**src/rtl/tl_phase_ctrl.sv**
```systemverilog
// tl_phase_ctrl: two-street traffic-light phase controller.
// Phases cycle GA -> YA -> GB -> YB -> GA. Green phases last between
// GREEN_MIN and GREEN_MAX cycles depending on cross traffic. Yellow phases
// last YELLOW_LEN cycles.
// Optional pedestrian feature: define TL_PED_EN to enable it. When the macro
// is undefined, ped_req is ignored and walk stays 0.
//
// Ports:
//   clk        rising-edge clock
//   reset      synchronous, active-high reset
//   Ta, Tb     traffic present on street A / B
//   ped_req    pedestrian request, single-cycle or level
//   La, Lb     lamp codes: 00 green, 01 yellow, 10 red
//   state      current phase: GA=00, YA=01, GB=10, YB=11
//   phase_chg  high for the first cycle of each phase entered after reset
//   walk       high for a whole green phase granted by a pedestrian exit
module tl_phase_ctrl #(
   parameter int unsigned GREEN_MIN  = 4,
   parameter int unsigned GREEN_MAX  = 16,
   parameter int unsigned YELLOW_LEN = 2,
   parameter int unsigned CW         = 5
) (
   input  logic       clk,
   input  logic       reset,
   input  logic       Ta,
   input  logic       Tb,
   input  logic       ped_req,
   output logic [1:0] La,
   output logic [1:0] Lb,
   output logic [1:0] state,
   output logic       phase_chg,
   output logic       walk
);

   typedef enum logic [1:0] {
      GA = 2'b00,
      YA = 2'b01,
      GB = 2'b10,
      YB = 2'b11
   } phase_e;

   localparam logic [1:0] LAMP_GREEN  = 2'b00;
   localparam logic [1:0] LAMP_YELLOW = 2'b01;
   localparam logic [1:0] LAMP_RED    = 2'b10;

   localparam logic [CW-1:0] GMIN_M1 = CW'(GREEN_MIN - 1);
   localparam logic [CW-1:0] GMAX_M1 = CW'(GREEN_MAX - 1);
   localparam logic [CW-1:0] YLEN_M1 = CW'(YELLOW_LEN - 1);

   phase_e          state_q, state_d;
   logic [CW-1:0]   cnt_q, cnt_d;
   logic [1:0]      la_q, la_d;
   logic [1:0]      lb_q, lb_d;
   logic            phase_chg_q, phase_chg_d;
   logic            walk_q, walk_d;
   logic            walk_arm_q, walk_arm_d;

   logic            traffic_c;
   logic            min_ok_c;
   logic            max_hit_c;
   logic            green_exit_c;
   logic            yellow_exit_c;
   logic            ped_exit_c;
   logic            ped_pend_c;

`ifdef TL_PED_EN
   // Pending pedestrian request; dropped (with any same-edge request) on yellow entry
   logic ped_pend_q, ped_pend_d;

   always_comb begin
      ped_pend_d = ped_pend_q | ped_req;
      if (green_exit_c) begin
         ped_pend_d = 1'b0;
      end
   end

   always_ff @(posedge clk) begin
      if (reset) begin
         ped_pend_q <= 1'b0;
      end else begin
         ped_pend_q <= ped_pend_d;
      end
   end

   assign ped_pend_c = ped_pend_q;
`else
   logic unused_ped_req;
   assign unused_ped_req = ped_req;
   assign ped_pend_c     = 1'b0;
`endif

   // State register
   always_ff @(posedge clk) begin
      if (reset) begin
         state_q     <= GA;
         cnt_q       <= '0;
         la_q        <= LAMP_GREEN;
         lb_q        <= LAMP_RED;
         phase_chg_q <= 1'b0;
         walk_q      <= 1'b0;
         walk_arm_q  <= 1'b0;
      end else begin
         state_q     <= state_d;
         cnt_q       <= cnt_d;
         la_q        <= la_d;
         lb_q        <= lb_d;
         phase_chg_q <= phase_chg_d;
         walk_q      <= walk_d;
         walk_arm_q  <= walk_arm_d;
      end
   end

   // Next-state: phase exit decision and phase timer
   always_comb begin
      state_d       = state_q;
      green_exit_c  = 1'b0;
      yellow_exit_c = 1'b0;
      traffic_c     = (state_q == GB) ? Tb : Ta;
      min_ok_c      = (cnt_q >= GMIN_M1);
      max_hit_c     = (cnt_q == GMAX_M1);
      case (state_q)
         GA, GB: begin
            if (max_hit_c || (min_ok_c && (!traffic_c || ped_pend_c))) begin
               green_exit_c = 1'b1;
            end
         end
         default: begin
            if (cnt_q == YLEN_M1) begin
               yellow_exit_c = 1'b1;
            end
         end
      endcase
      // Exit owed to the pedestrian only: traffic still waiting and max not hit
      ped_exit_c = green_exit_c && !max_hit_c && traffic_c && ped_pend_c;
      if (green_exit_c || yellow_exit_c) begin
         case (state_q)
            GA:      state_d = YA;
            YA:      state_d = GB;
            GB:      state_d = YB;
            default: state_d = GA;
         endcase
      end
      cnt_d = (green_exit_c || yellow_exit_c) ? '0 : cnt_q + CW'(1);
   end

   // Outputs: registered lamp codes, phase pulse and walk for the next phase
   always_comb begin
      la_d        = LAMP_RED;
      lb_d        = LAMP_RED;
      phase_chg_d = green_exit_c | yellow_exit_c;
      walk_d      = walk_q;
      walk_arm_d  = walk_arm_q;
      case (state_d)
         GA:      la_d = LAMP_GREEN;
         YA:      la_d = LAMP_YELLOW;
         GB:      lb_d = LAMP_GREEN;
         default: lb_d = LAMP_YELLOW;
      endcase
      // Walk is armed at a pedestrian-caused green exit and shown during the
      // next green phase, which begins once the intervening yellow ends.
      if (green_exit_c) begin
         walk_d     = 1'b0;
         walk_arm_d = ped_exit_c;
      end else if (yellow_exit_c) begin
         walk_d     = walk_arm_q;
         walk_arm_d = 1'b0;
      end
   end

   assign La        = la_q;
   assign Lb        = lb_q;
   assign state     = state_q;
   assign phase_chg = phase_chg_q;
   assign walk      = walk_q;

endmodule

```
**config.mk**
```make
export PLATFORM = sky130hd
export DESIGN_NAME = tl_phase_ctrl
export DESIGN_NICKNAME = d
export VERILOG_FILES = /design/src/rtl/tl_phase_ctrl.sv
export SDC_FILE = /design/constraint.sdc
export NUM_CORES = 1
export LEC_CHECK = 0
export ABC_AREA = 1
export BUFFER_PORTS_ARGS = -buffer_cell sky130_fd_sc_hd__clkbuf_2
export CAP_MARGIN = 20
export CORE_AREA = 2 2 39 41
export CTS_BUF_LIST = sky130_fd_sc_hd__clkbuf_8
export DETAILED_ROUTE_END_ITERATION = 10
export DIE_AREA = 0 0 41 43
export GPL_TIMING_DRIVEN = 0
export PLACE_DENSITY = 0.65
export SETUP_SLACK_MARGIN = 0.4
export SLEW_MARGIN = 20
export SYNTH_ARGS = -nofsm -noshare
export SYNTH_HDL_FRONTEND = slang
export SYNTH_SLANG_ARGS = --single-unit
```
**constraint.sdc**
```tcl
create_clock -name clk -period 1.35 [get_ports clk]
set_clock_uncertainty 0.05 [all_clocks]
set_input_delay 0.2025 -clock clk [delete_from_list [all_inputs] [get_ports clk]]
set_output_delay 0.2025 -clock clk [all_outputs]
set_load 0.02 [all_outputs]
```
Word-level counts from Yosys, hierarchy flattened. Cells that the tools add are included.

Word-level logic and storage cells: 32. Input port bits: 5. Bits in registers: 12. Output and inout bits: 8.

Order comparisons: 1. Multiplexer cells: 9. Reduce and logical (&&, ||, !) cells: 9. Bitwise logic cells: 1. Add/subtract/negate cells: 1. Eq/ne operators: 6.

Operator list (number): one-hot mux 2 bit (2 select lines) (2); one-hot mux 2 bit (3 select lines) (1); OR reduction 2 bit (3); adder 5 x 1 -> 5 bit, second input constant (1); == test 5 x 1 -> 1 bit, second input constant (1); == test 5 x 4 -> 1 bit, second input constant (1); >= comparator 5 x 2 -> 1 bit, second input constant (1); 2-to-1 mux 1 bit (5); == test 2 x 1 -> 1 bit, second input constant (2); == test 2 bit, second input constant (2); zero test 2 bit (2); logical OR 1 bit (2); 2-to-1 mux 2 bit (1); logical AND 1 bit (1); zero test 1 bit (1); bitwise OR 1 bit (1).

Logic depth before layout (Yosys ltp). Gate-level depths: netlist (run 1).

Depth after elaboration: 12. Gate-level depth with buffers: 11. Mapped depth without buffers: 11.

Worst setup path before layout (run 1). Ideal clock, no wire load.

Kind: register -> register. Start: register state_q[1] (netlist: state[1]). End: register la_q[0] (netlist: La[0]). Path slack: -0.223 ns. Stages on the path, launching flop included: 9. Clock period less this slack: 1.573 ns. Path buffers: 0. Data arrival time: 1.409 ns. Setup time: 0.114 ns. Cell sequence: dfxtp_1 > inv_1 > ha_1 > nor2_1 > nand2_1 > nand2_4 > nand2_1 > nand3_1 > nor2_1.

Longest elaborated chain between the ends: 11. Elaborated cells between the ends (all ways): 17. Those cells by class: eq/ne: 3; mux: 7; reduce/logical: 7.

RTL lines: start, declared (RTL line 50) `phase_e state_q, state_d;`; start signal, assigned (RTL line 103) `state_q <= state_d;`; == test 2 bit (RTL line 118, 121, 136); 2-to-1 mux 1 bit (RTL line 118) `traffic_c = (state_q == GB) ? Tb : Ta;`; zero test 1 bit (RTL line 123) `if (max_hit_c || (min_ok_c && (!traffic_c || ped_pend_c))) begin`; logical AND 1 bit (RTL line 123); logical OR 1 bit (RTL line 123); 2-to-1 mux 1 bit (RTL line 123); 2-to-1 mux 1 bit (RTL line 121) `case (state_q)`; logical OR 1 bit (RTL line 135) `if (green_exit_c || yellow_exit_c) begin`; 2-to-1 mux 2 bit (*) (RTL line 135); == test 2 x 1 -> 1 bit / zero test 2 bit (equally long branches) (RTL line 153) `case (state_d)`; one-hot mux 2 bit (2 select lines) (*) (RTL line 153); end signal, assigned (RTL line 105) `la_q <= la_d;`; end, declared (RTL line 52) `logic [1:0] la_q, la_d;`.

Every way passes the cells marked *; elsewhere a longest branch is shown, timed or not. A chain may end at the register's enable or synchronous reset.

Final worst setup path (run 1).
Start: register cnt_q[0]. End: register state_q[1] (netlist: state[1]).

Longest elaborated chain between the ends: 7. Elaborated cells between the ends (all ways): 11. Those cells by class: order compare: 1; eq/ne: 2; mux: 5; reduce/logical: 3.

RTL lines: start, declared (RTL line 51) `logic [CW-1:0] cnt_q, cnt_d;`; start signal, assigned (RTL line 104) `cnt_q <= cnt_d;`; >= comparator 5 x 2 -> 1 bit (RTL line 119) `min_ok_c = (cnt_q >= GMIN_M1);`; logical AND 1 bit (RTL line 123); logical OR 1 bit (RTL line 123); 2-to-1 mux 1 bit (RTL line 123); 2-to-1 mux 1 bit (RTL line 121); logical OR 1 bit (*) (RTL line 135); 2-to-1 mux 2 bit (*) (RTL line 135).

Marks and branches as above.

==> results.json, run 1 <==
{
  "rsz0062_at_grt": "yes",
  "crit_family": "simple AND/OR/NAND/NOR gates",
  "critPathLaunchType": "register",
  "slew_viol_final": 0,
  "critPathMaxStageDelay_ns": 0.35,
  "wl_um": 961,
  "critPathSlowestCell": "dfxtp_4",
  "clockRootBuffer": "clkbuf_8",
  "cp.arrival_ns": 1.46,
  "crit_top_cell": "nand2_2",
  "switching_share": 0.3988,
  "fin_ws_ns": -0.02800,
  "die_area_sq_um": 1763,
  "die_height_um": 43,
  "antenna_cells": 0,
  "h-tree-depth": 1,
  "synth_top_family_by_area": "simple AND/OR/NAND/NOR gates",
  "clock_sinks": 11,
  "antenna_found_initial": 0,
  "hpwl_um": 691.9,
  "num_vias": 471,
  "ys_seq_elements": 11,
  "critPathRequiredTime_ns": 1.44,
  "crit_buf_inv": 2,
  "ys_seq_area_frac": 0.3991,
  "area.growth.synth_to_final_pct": 52.38,
  "path_clk_slew_ns": 0.05,
  "violations": "negative setup slack",
  "ff_latch_area_sq_um": 235.2,
  "grt_usage": 0.1459,
  "die_w_um": 41,
  "grt_pass1_vias": 390,
  "first_pass_iters": 2,
  "timing.final.crit_share": 1.021,
  "multiInputGateArea_sq_um": 342.8,
  "coreArea_sq_um": 1384,
  "drt_iter0_drc": 3,
  "vias_per_cell": 4.486,
  "holdWs_ns": 0.1061,
  "pwr-share-clk": 0.175,
  "synthMuxAreaShare": 0,
  "fmax_mhz": 725.7,
  "holdPathEnd": "phase_chg$_SDFF_PP0_",
  "synth_compound_area_frac": 0.02494,
  "yosys_warnings": 0,
  "drc_errors": 0,
  "worstRegToRegCells": 11,
  "p_leak_nw": 0.3821,
  "n_fill_cell": 120,
  "synthesis.area_sq_um": 551.8,
  "grt_first_pass_wirelength_um": 1649,
  "rows": 14,
  "gp_congestion": 0.7173,
  "ff2ff_setup_slack_ns": -0.03,
  "ctsHoldBuffers": 0,
  "r2r-end": "state[1]$_SDFF_PP0_",
  "p_int_mw": 1.102,
  "wl_per_cell_um": 9.152,
  "synth_fp_nets": 82,
  "ios": 13,
  "drive_above_1_share": 0.5618,
  "initial_core_util": 0.3987,
  "outcome": "finished with violations",
  "crit_fanout": 5,
  "cts_inserted_buffers": 3,
  "pre_cts_slack_ns": -0.07432,
  "seqPwrFrac": 0.290,
  "synth_simple_gate_area_frac": 0.3016,
  "grt_overflow": 0,
  "p_comb_frac": 0.535,
  "power_mw": 1.832,
  "switchingPower_mw": 0.7308,
  "hp-class": "input pin to register",
  "synth-xor-area-share": 0.01587,
  "finalCriticalPeriod_ns": 1.378,
  "synthCells": 71,
  "setup_viol": 5,
  "hold_violations": 0,
  "path_cells": "ha_4 -> nand2_2 -> nor2_2 -> ha_2 -> inv_2 -> nand3_4 -> nand2_4 -> nand2_2 -> nand2_2 -> nand2_2 -> inv_2",
  "cp-end-kind": "register",
  "timing.rr.start": "cnt_q[0]$_SDFF_PP0_",
  "numPortBuffers": 10,
  "grt_max_degree": 7,
  "synthDistinctLibCells": 17,
  "nets": 101,
  "synthAdderAreaFrac": 0.1361,
  "ir_worst_vdd_v": 0.001073,
  "postRouteAntennaNets": 0,
  "hold_depth": 2,
  "crit_type": "register to register",
  "cts_tree": "done",
  "syn_avg_cell_area_sq_um": 7.772,
  "maxCapViolCount": 0,
  "power.density_nw_per_um2": 2179,
  "holdCritStartpoint": "reset",
  "clk_path_buf_depth": 2,
  "insertion_delay_ns": 0.24
}
[what timing repair did]
item                                    CTS  global route
endpoints found under the setup margin   16            18
resized for setup                        13            13
buffers inserted                          3             1
endpoints found under the hold margin     0             0
gates cloned                              0             0
pin swaps                                 7             6
[layout make-up]
class,instances,share of cell area
Multi-Input combinational cell,45,0.4077
Sequential cell,11,0.2798
Timing Repair Buffer,14,0.1548
Inverter,13,0.05804
Clock buffer,3,0.04911
Tap cell,16,0.02381
Buffer,2,0.02232
Clock inverter,1,0.004464
[cell usage after synthesis, drive strengths merged]
cell | instances | share of area
nand3b | 1 | 0.014
nand2 | 15 | 0.13
ha | 6 | 0.14
conb | 1 | 0.0068
inv | 13 | 0.088
xnor2 | 1 | 0.016
o21ai | 1 | 0.0091
nand4 | 1 | 0.011
nand3 | 5 | 0.054
a21oi | 1 | 0.016
dfxtp | 11 | 0.40
nor2 | 13 | 0.088
buf | 2 | 0.027
[power by group through the flow]
stage,clock (mW),sequential (mW),combinational (mW)
3_3_place_gp,0,0.517,0.728
2_1_floorplan,0,0.583,0.529
6_report,0.321,0.531,0.981
5_1_grt,0.352,0.542,1.09
3_5_place_dp,0,0.523,0.736
4_1_cts,0.328,0.520,0.914
[stage by stage]
stage / instance area, sq um / utilization / cells / setup TNS [ns]
2_1_floorplan: 614.3 / - / 71 / 0
3_3_place_gp: 684.4 / 0.4946 / 97 / -0.09802
3_5_place_dp: 684.4 / 0.4946 / 97 / -0.4995
4_1_cts: 804.5 / 0.5814 / 104 / -0.2129
5_1_grt: 840.8 / 0.6076 / 105 / -0.9664
6_report: 840.8 / 0.6076 / 105 / -0.1031
[layout by cell type (no fill, tap or decap), types with 3 or more instances in the layout]
| master | n |
|---|---|
| buf_8 | 3 |
| nand2_2 | 7 |
| nand2_1 | 7 |
| dfxtp_2 | 3 |
| nor2_1 | 10 |
| buf_4 | 7 |
| inv_1 | 7 |
| clkbuf_8 | 4 |
| dfxtp_1 | 5 |
| inv_2 | 7 |
| dfxtp_4 | 3 |
| clkbuf_2 | 3 |
| nand3_1 | 3 |
[sequential cells by signal, indices dropped and copies added, names as in the netlist, named ones only]
signal     cells
Lb             2
La             1
cnt_q          5
state          1
phase_chg      1
[routing by layer]
layer / global-route usage / wire length, um / part of all wire / vias up
li1: - / - / - / 247
met1: 0.1921 / 426 / 0.44 / 209
met2: 0.1844 / 453 / 0.47 / 10
met3: 0.01571 / 33 / 0.034 / 5
met4: 0.1600 / 48 / 0.050 / 0
met5: 0 / 0 / 0 / -
[worst max path at each step]
stage                                   start                   to  slack [ns]  cells after the start
after detailed placement  cnt_q[0]$_SDFF_PP0_  state[1]$_SDFF_PP0_       -0.07                     11
after CTS                 cnt_q[0]$_SDFF_PP0_     La[0]$_SDFF_PP0_       -0.06                     10
after global routing      cnt_q[0]$_SDFF_PP0_     Lb[0]$_SDFF_PP0_       -0.13                     10
after global placement    cnt_q[0]$_SDFF_PP0_  state[1]$_SDFF_PP0_       -0.03                     11
final                     cnt_q[0]$_SDFF_PP0_  state[1]$_SDFF_PP0_       -0.03                     11
after floorplan           cnt_q[0]$_SDFF_PP0_  state[1]$_SDFF_PP0_        0.03                     11
[kinds of logic (layout without fill, tap and decap cells)]
| kind of cell | after synthesis | count (layout) |
|---|---|---|
| AOI/OAI and AO/OA | 2 | 2 |
| buffers and inverters | 15 | 33 |
| other | 1 | 1 |
| and+or+nand+nor | 35 | 35 |
| adders and majority gates | 6 | 6 |
| xor gates and xnor gates | 1 | 1 |
| DFF | 11 | 11 |
Note: power is estimated with default switching activity, not from simulation.
==> run 2: changes to the inputs <==
--- a/config.mk
+++ b/config.mk
@@ -13,7 +13,7 @@
 export DETAILED_ROUTE_END_ITERATION = 10
 export DIE_AREA = 0 0 41 43
 export GPL_TIMING_DRIVEN = 0
-export PLACE_DENSITY = 0.65
+export PLACE_DENSITY = 0.62
 export SETUP_SLACK_MARGIN = 0.4
 export SLEW_MARGIN = 20
 export SYNTH_ARGS = -nofsm -noshare
==> constraint.sdc (replaced) <==
create_clock -name clk -period 1.57 [get_ports clk]
set_clock_uncertainty 0.05 [all_clocks]
set_input_delay 0.2355 -clock clk [delete_from_list [all_inputs] [get_ports clk]]
set_output_delay 0.2355 -clock clk [all_outputs]
set_load 0.02 [all_outputs]
==> results.json, run 2 (synthesis gave the netlist of run 1 again) <==
{
  "outcome": "complete, no violations",
  "wl_per_cell_um": 11.27,
  "area.growth.synth_to_final_pct": 47.39,
  "clock_sinks": 11,
  "fin_ws_ns": 0.1420,
  "slew_viol_final": 0,
  "timing.rr.start": "cnt_q[0]$_SDFF_PP0_",
  "h-tree-depth": 1,
  "ir_worst_vdd_v": 0.0008647,
  "n_fill_cell": 125,
  "switchingPower_mw": 0.6560,
  "final_cell_mix": "9 x nor2_1, 8 x inv_1, 8 x clkbuf_2",
  "wl_um": 1195,
  "die_height_um": 43,
  "coreArea_sq_um": 1384,
  "numPortBuffers": 10,
  "power_mw": 1.560,
  "timing.final.crit_share": 0.9095,
  "hold_depth": 2,
  "drc_errors": 0,
  "hold_violations": 0,
  "fmax_mhz": 700.3,
  "r2r-end": "Lb[1]$_SDFF_PP1_",
  "antenna_cells": 0,
  "num_vias": 490,
  "holdCritStartpoint": "reset",
  "crit_fanout": 5,
  "setup_tns_ns": 0,
  "nets": 102,
  "maxCapViolCount": 0,
  "finalCriticalPeriod_ns": 1.428,
  "gp_congestion": 0.7408,
  "die_w_um": 41,
  "crit_type": "register to register",
  "multiInputGateArea_sq_um": 340.3,
  "cp-end-kind": "register",
  "crit_top_cell": "nand2_2",
  "cp.arrival_ns": 1.51,
  "critPathLaunchType": "register",
  "largest-register": "cnt_q",
  "clk_path_buf_depth": 2,
  "layout_commonest_cell": "nor2_1",
  "cts_tree": "done",
  "p_leak_nw": 0.3772,
  "ios": 13,
  "critPathMaxStageDelay_ns": 0.35,
  "ff_latch_area_sq_um": 232.7,
  "ctsHoldBuffers": 0,
  "setup_viol": 0,
  "hp-class": "input pin to register",
  "first_pass_iters": 4,
  "p_comb_frac": 0.538,
  "initial_core_util": 0.3987,
  "largest_reg_flops": 5,
  "postRouteAntennaNets": 0,
  "grt_overflow": 0,
  "rows": 14,
  "holdWs_ns": 0.1295,
  "p_int_mw": 0.9036,
  "grt_usage": 0.1668,
  "cts_inserted_buffers": 3,
  "critPathSlowestCell": "dfxtp_4",
  "insertion_delay_ns": 0.24,
  "holdPathEnd": "phase_chg$_SDFF_PP0_",
  "ff2ff_setup_slack_ns": 0.14,
  "worstRegToRegCells": 10,
  "power.density_nw_per_um2": 1918,
  "critPathRequiredTime_ns": 1.65,
  "drive_above_1_share": 0.5444,
  "path_cells": "ha_4 -> nand2_2 -> nor2_2 -> ha_2 -> inv_2 -> nand3_4 -> nand2_4 -> nand2_2 -> nand2_2 -> nand2_2",
  "grt_first_pass_wirelength_um": 1876,
  "path_clk_slew_ns": 0.05,
  "drt_iter0_drc": 4,
  "vias_per_cell": 4.623,
  "die_area_sq_um": 1763,
  "grt_pass1_vias": 450,
  "pwr-share-clk": 0.182,
  "switching_share": 0.4206,
  "pre_cts_slack_ns": 0.1617,
  "seqPwrFrac": 0.280,
  "rsz0062_at_grt": "yes",
  "hpwl_um": 750.8,
  "setup.worst_path.start": "cnt_q[0]$_SDFF_PP0_",
  "grt_max_degree": 7,
  "clockRootBuffer": "clkbuf_8",
  "antenna_found_initial": 0
}
-- run 2: area by class of cell --
class,count,share of cell area
multi-input cells,45,0.4185
flip-flops and latches,11,0.2862
repair buffers,15,0.1323
inverters,13,0.06000
clock buffers,3,0.05077
well taps,16,0.02462
plain buffers,2,0.02308
clock inverters,1,0.004615
-- run 2: power groups by stage --
stage | Clock [mW] | Combinational, mW | Sequential, mW
finish | 0.284 | 0.839 | 0.436
detailed placement | 0 | 0.643 | 0.450
global placement | 0 | 0.628 | 0.445
CTS | 0.281 | 0.749 | 0.436
global route | 0.303 | 0.929 | 0.444
floorplan | 0 | 0.455 | 0.501
-- run 2: worst max path at each step --
stage	endpoint	slack, ns
finish	Lb[1]$_SDFF_PP1_	0.14
floorplan	state[1]$_SDFF_PP0_	0.25
CTS	state[1]$_SDFF_PP0_	0.18
detailed placement	La[0]$_SDFF_PP0_	0.16
global route	state[1]$_SDFF_PP0_	0.05
global placement	state[1]$_SDFF_PP0_	0.18
-- run 2: critical path, delay by kind of cell (launching register included) --
kind / cells / cell delay (ns)
flops: 1 / 0.35
buf+inv: 1 / 0.06
fa+ha+maj: 2 / 0.33
simple gates: 7 / 0.53
-- run 2: metrics by stage --
stage | utilization | instance area [sq um] | cells
final | 0.5877 | 813.3 | 106
after global routing | 0.5877 | 813.3 | 106
after CTS | 0.5588 | 773.2 | 105
after detailed placement | 0.4946 | 684.4 | 97
after global placement | 0.4946 | 684.4 | 97
after floorplan | - | 614.3 | 71
-- run 2: metal layers --
metal / GRT usage / share of wire
met2: 0.2375 / 0.52
met4: 0.1200 / 0.034
met1: 0.2039 / 0.39
met3: 0.04712 / 0.055
met5: 0 / 0
-- run 2: timing repair --
| item | 4_1_cts | 5_1_grt |
|---|---|---|
| gates resized for setup | 4 | 11 |
| setup endpoints to repair | 12 | 13 |
| hold endpoints to repair | 0 | 0 |
| buffers inserted | 4 | 1 |
| pin swaps | 4 | 7 |
==> run 3: changes to the inputs <==
--- a/config.mk
+++ b/config.mk
@@ -13,7 +13,7 @@
 export DETAILED_ROUTE_END_ITERATION = 10
 export DIE_AREA = 0 0 41 43
 export GPL_TIMING_DRIVEN = 0
-export PLACE_DENSITY = 0.62
+export PLACE_DENSITY = 0.74
 export SETUP_SLACK_MARGIN = 0.4
 export SLEW_MARGIN = 20
 export SYNTH_ARGS = -nofsm -noshare
==> results.json, run 3 (synthesis gave the netlist of run 1 again) <==
{
  "clock_sinks": 11,
  "area.growth.synth_to_final_pct": 42.18,
  "hpwl_um": 738.1,
  "grt_usage": 0.1405,
  "final_cell_mix": "11 x nor2_1, 8 x inv_1, 8 x clkbuf_2",
  "ff_latch_area_sq_um": 232.7,
  "layout_commonest_cell": "nor2_1",
  "drive_above_1_share": 0.5169,
  "largest-register": "cnt_q",
  "crit_fanout": 5,
  "finalCriticalPeriod_ns": 1.377,
  "rsz0062_at_grt": "yes",
  "drt_iter0_drc": 2,
  "pre_cts_slack_ns": 0.1760,
  "insertion_delay_ns": 0.24,
  "outcome": "complete, no violations",
  "fin_ws_ns": 0.1934,
  "dpl_cell_area_sq_um": 684.4,
  "grt_pass1_vias": 411,
  "die_w_um": 41,
  "clk_path_buf_depth": 2,
  "ios": 13,
  "design_area_sq_um": 784.5,
  "coreArea_sq_um": 1384,
  "fmax_mhz": 726.4,
  "power.density_nw_per_um2": 1874,
  "first_pass_iters": 2,
  "n_fill_cell": 127,
  "gp_congestion": 0.7105,
  "nets": 101,
  "ir_worst_vdd_v": 0.0007797,
  "drc_errors": 0,
  "postRouteAntennaNets": 0,
  "slew_viol_final": 0,
  "antenna_cells": 0,
  "power_mw": 1.470,
  "utilization": 0.5669,
  "grt_overflow": 0,
  "multiInputGateArea_sq_um": 327.8,
  "num_vias": 470,
  "critPathLaunchType": "register",
  "h-tree-depth": 1,
  "cts_inserted_buffers": 3,
  "rows": 14,
  "wl_um": 1037,
  "maxCapViolCount": 0,
  "cp-end-kind": "register",
  "crit_type": "register to register",
  "timing.final.crit_share": 0.8768,
  "die_height_um": 43,
  "setup_tns_ns": 0,
  "numPortBuffers": 10,
  "cp.arrival_ns": 1.47,
  "die_area_sq_um": 1763,
  "antenna_found_initial": 0,
  "grt_max_degree": 7,
  "placed_cells_incl_taps": 97,
  "vias_per_cell": 4.476,
  "largest_reg_flops": 5,
  "wl_per_cell_um": 9.876,
  "setup_viol": 0,
  "hold_violations": 0,
  "cts_tree": "done",
  "path_clk_slew_ns": 0.05,
  "initial_core_util": 0.3987,
  "stdcell_count": 105,
  "holdWs_ns": 0.1180,
  "clockRootBuffer": "clkbuf_8",
  "grt_first_pass_wirelength_um": 1573,
  "critPathRequiredTime_ns": 1.67,
  "p_leak_nw": 0.3696,
  "hp-class": "input pin to register"
}
run 3: path summary, 6_finish.rpt:
kind,cells past startpoint,startpoint,slack [ns],end
max,11,cnt_q[0]$_SDFF_PP0_,0.19,state[1]$_SDFF_PP0_
min,2,reset,0.12,phase_chg$_SDFF_PP0_
max reg2reg,11,cnt_q[0]$_SDFF_PP0_,0.19,state[1]$_SDFF_PP0_
min reg2reg,2,cnt_q[2]$_SDFF_PP0_,0.44,cnt_q[2]$_SDFF_PP0_
run 3: per-layer routing:
| metal | wire, um | up-vias | global-route usage |
|---|---|---|---|
| met5 | 0 | - | 0 |
| met2 | 524 | 11 | 0.2188 |
| li1 | - | 248 | - |
| met3 | 35 | 5 | 0.03141 |
| met1 | 434 | 206 | 0.1382 |
| met4 | 42 | 0 | 0.1400 |
run 3: worst max-delay path, cell delays in order, from the launching register on:
cell,delay [ns]
dfxtp_4,0.35
ha_4,0.14
nand2_2,0.04
nor2_2,0.09
ha_2,0.18
inv_2,0.04
nand3_4,0.10
nand2_4,0.08
nand2_2,0.06
nand2_2,0.05
nand2_2,0.06
inv_2,0.03
run 3: what timing repair did:
| action | 4_1_cts | 5_1_grt |
|---|---|---|
| hold buffers | 0 | 0 |
| resized for setup | 6 | 3 |
| setup endpoints to repair | 12 | 13 |
| buffers inserted | 4 | 0 |
| pin swaps | 3 | 4 |
run 3: layout make-up:
type	instances	area share
multi-input cells	45	0.4179
flip-flops and latches	11	0.2967
repair buffers	14	0.1212
inverters	13	0.06220
clock buffers	3	0.05263
well taps	16	0.02552
plain buffers	2	0.01914
clock inverters	1	0.004785
run 3: power breakdown:
part | internal [mW] | switching, mW
logic | 0.319 | 0.429
clock network | 0.172 | 0.110
registers | 0.380 | 0.0601
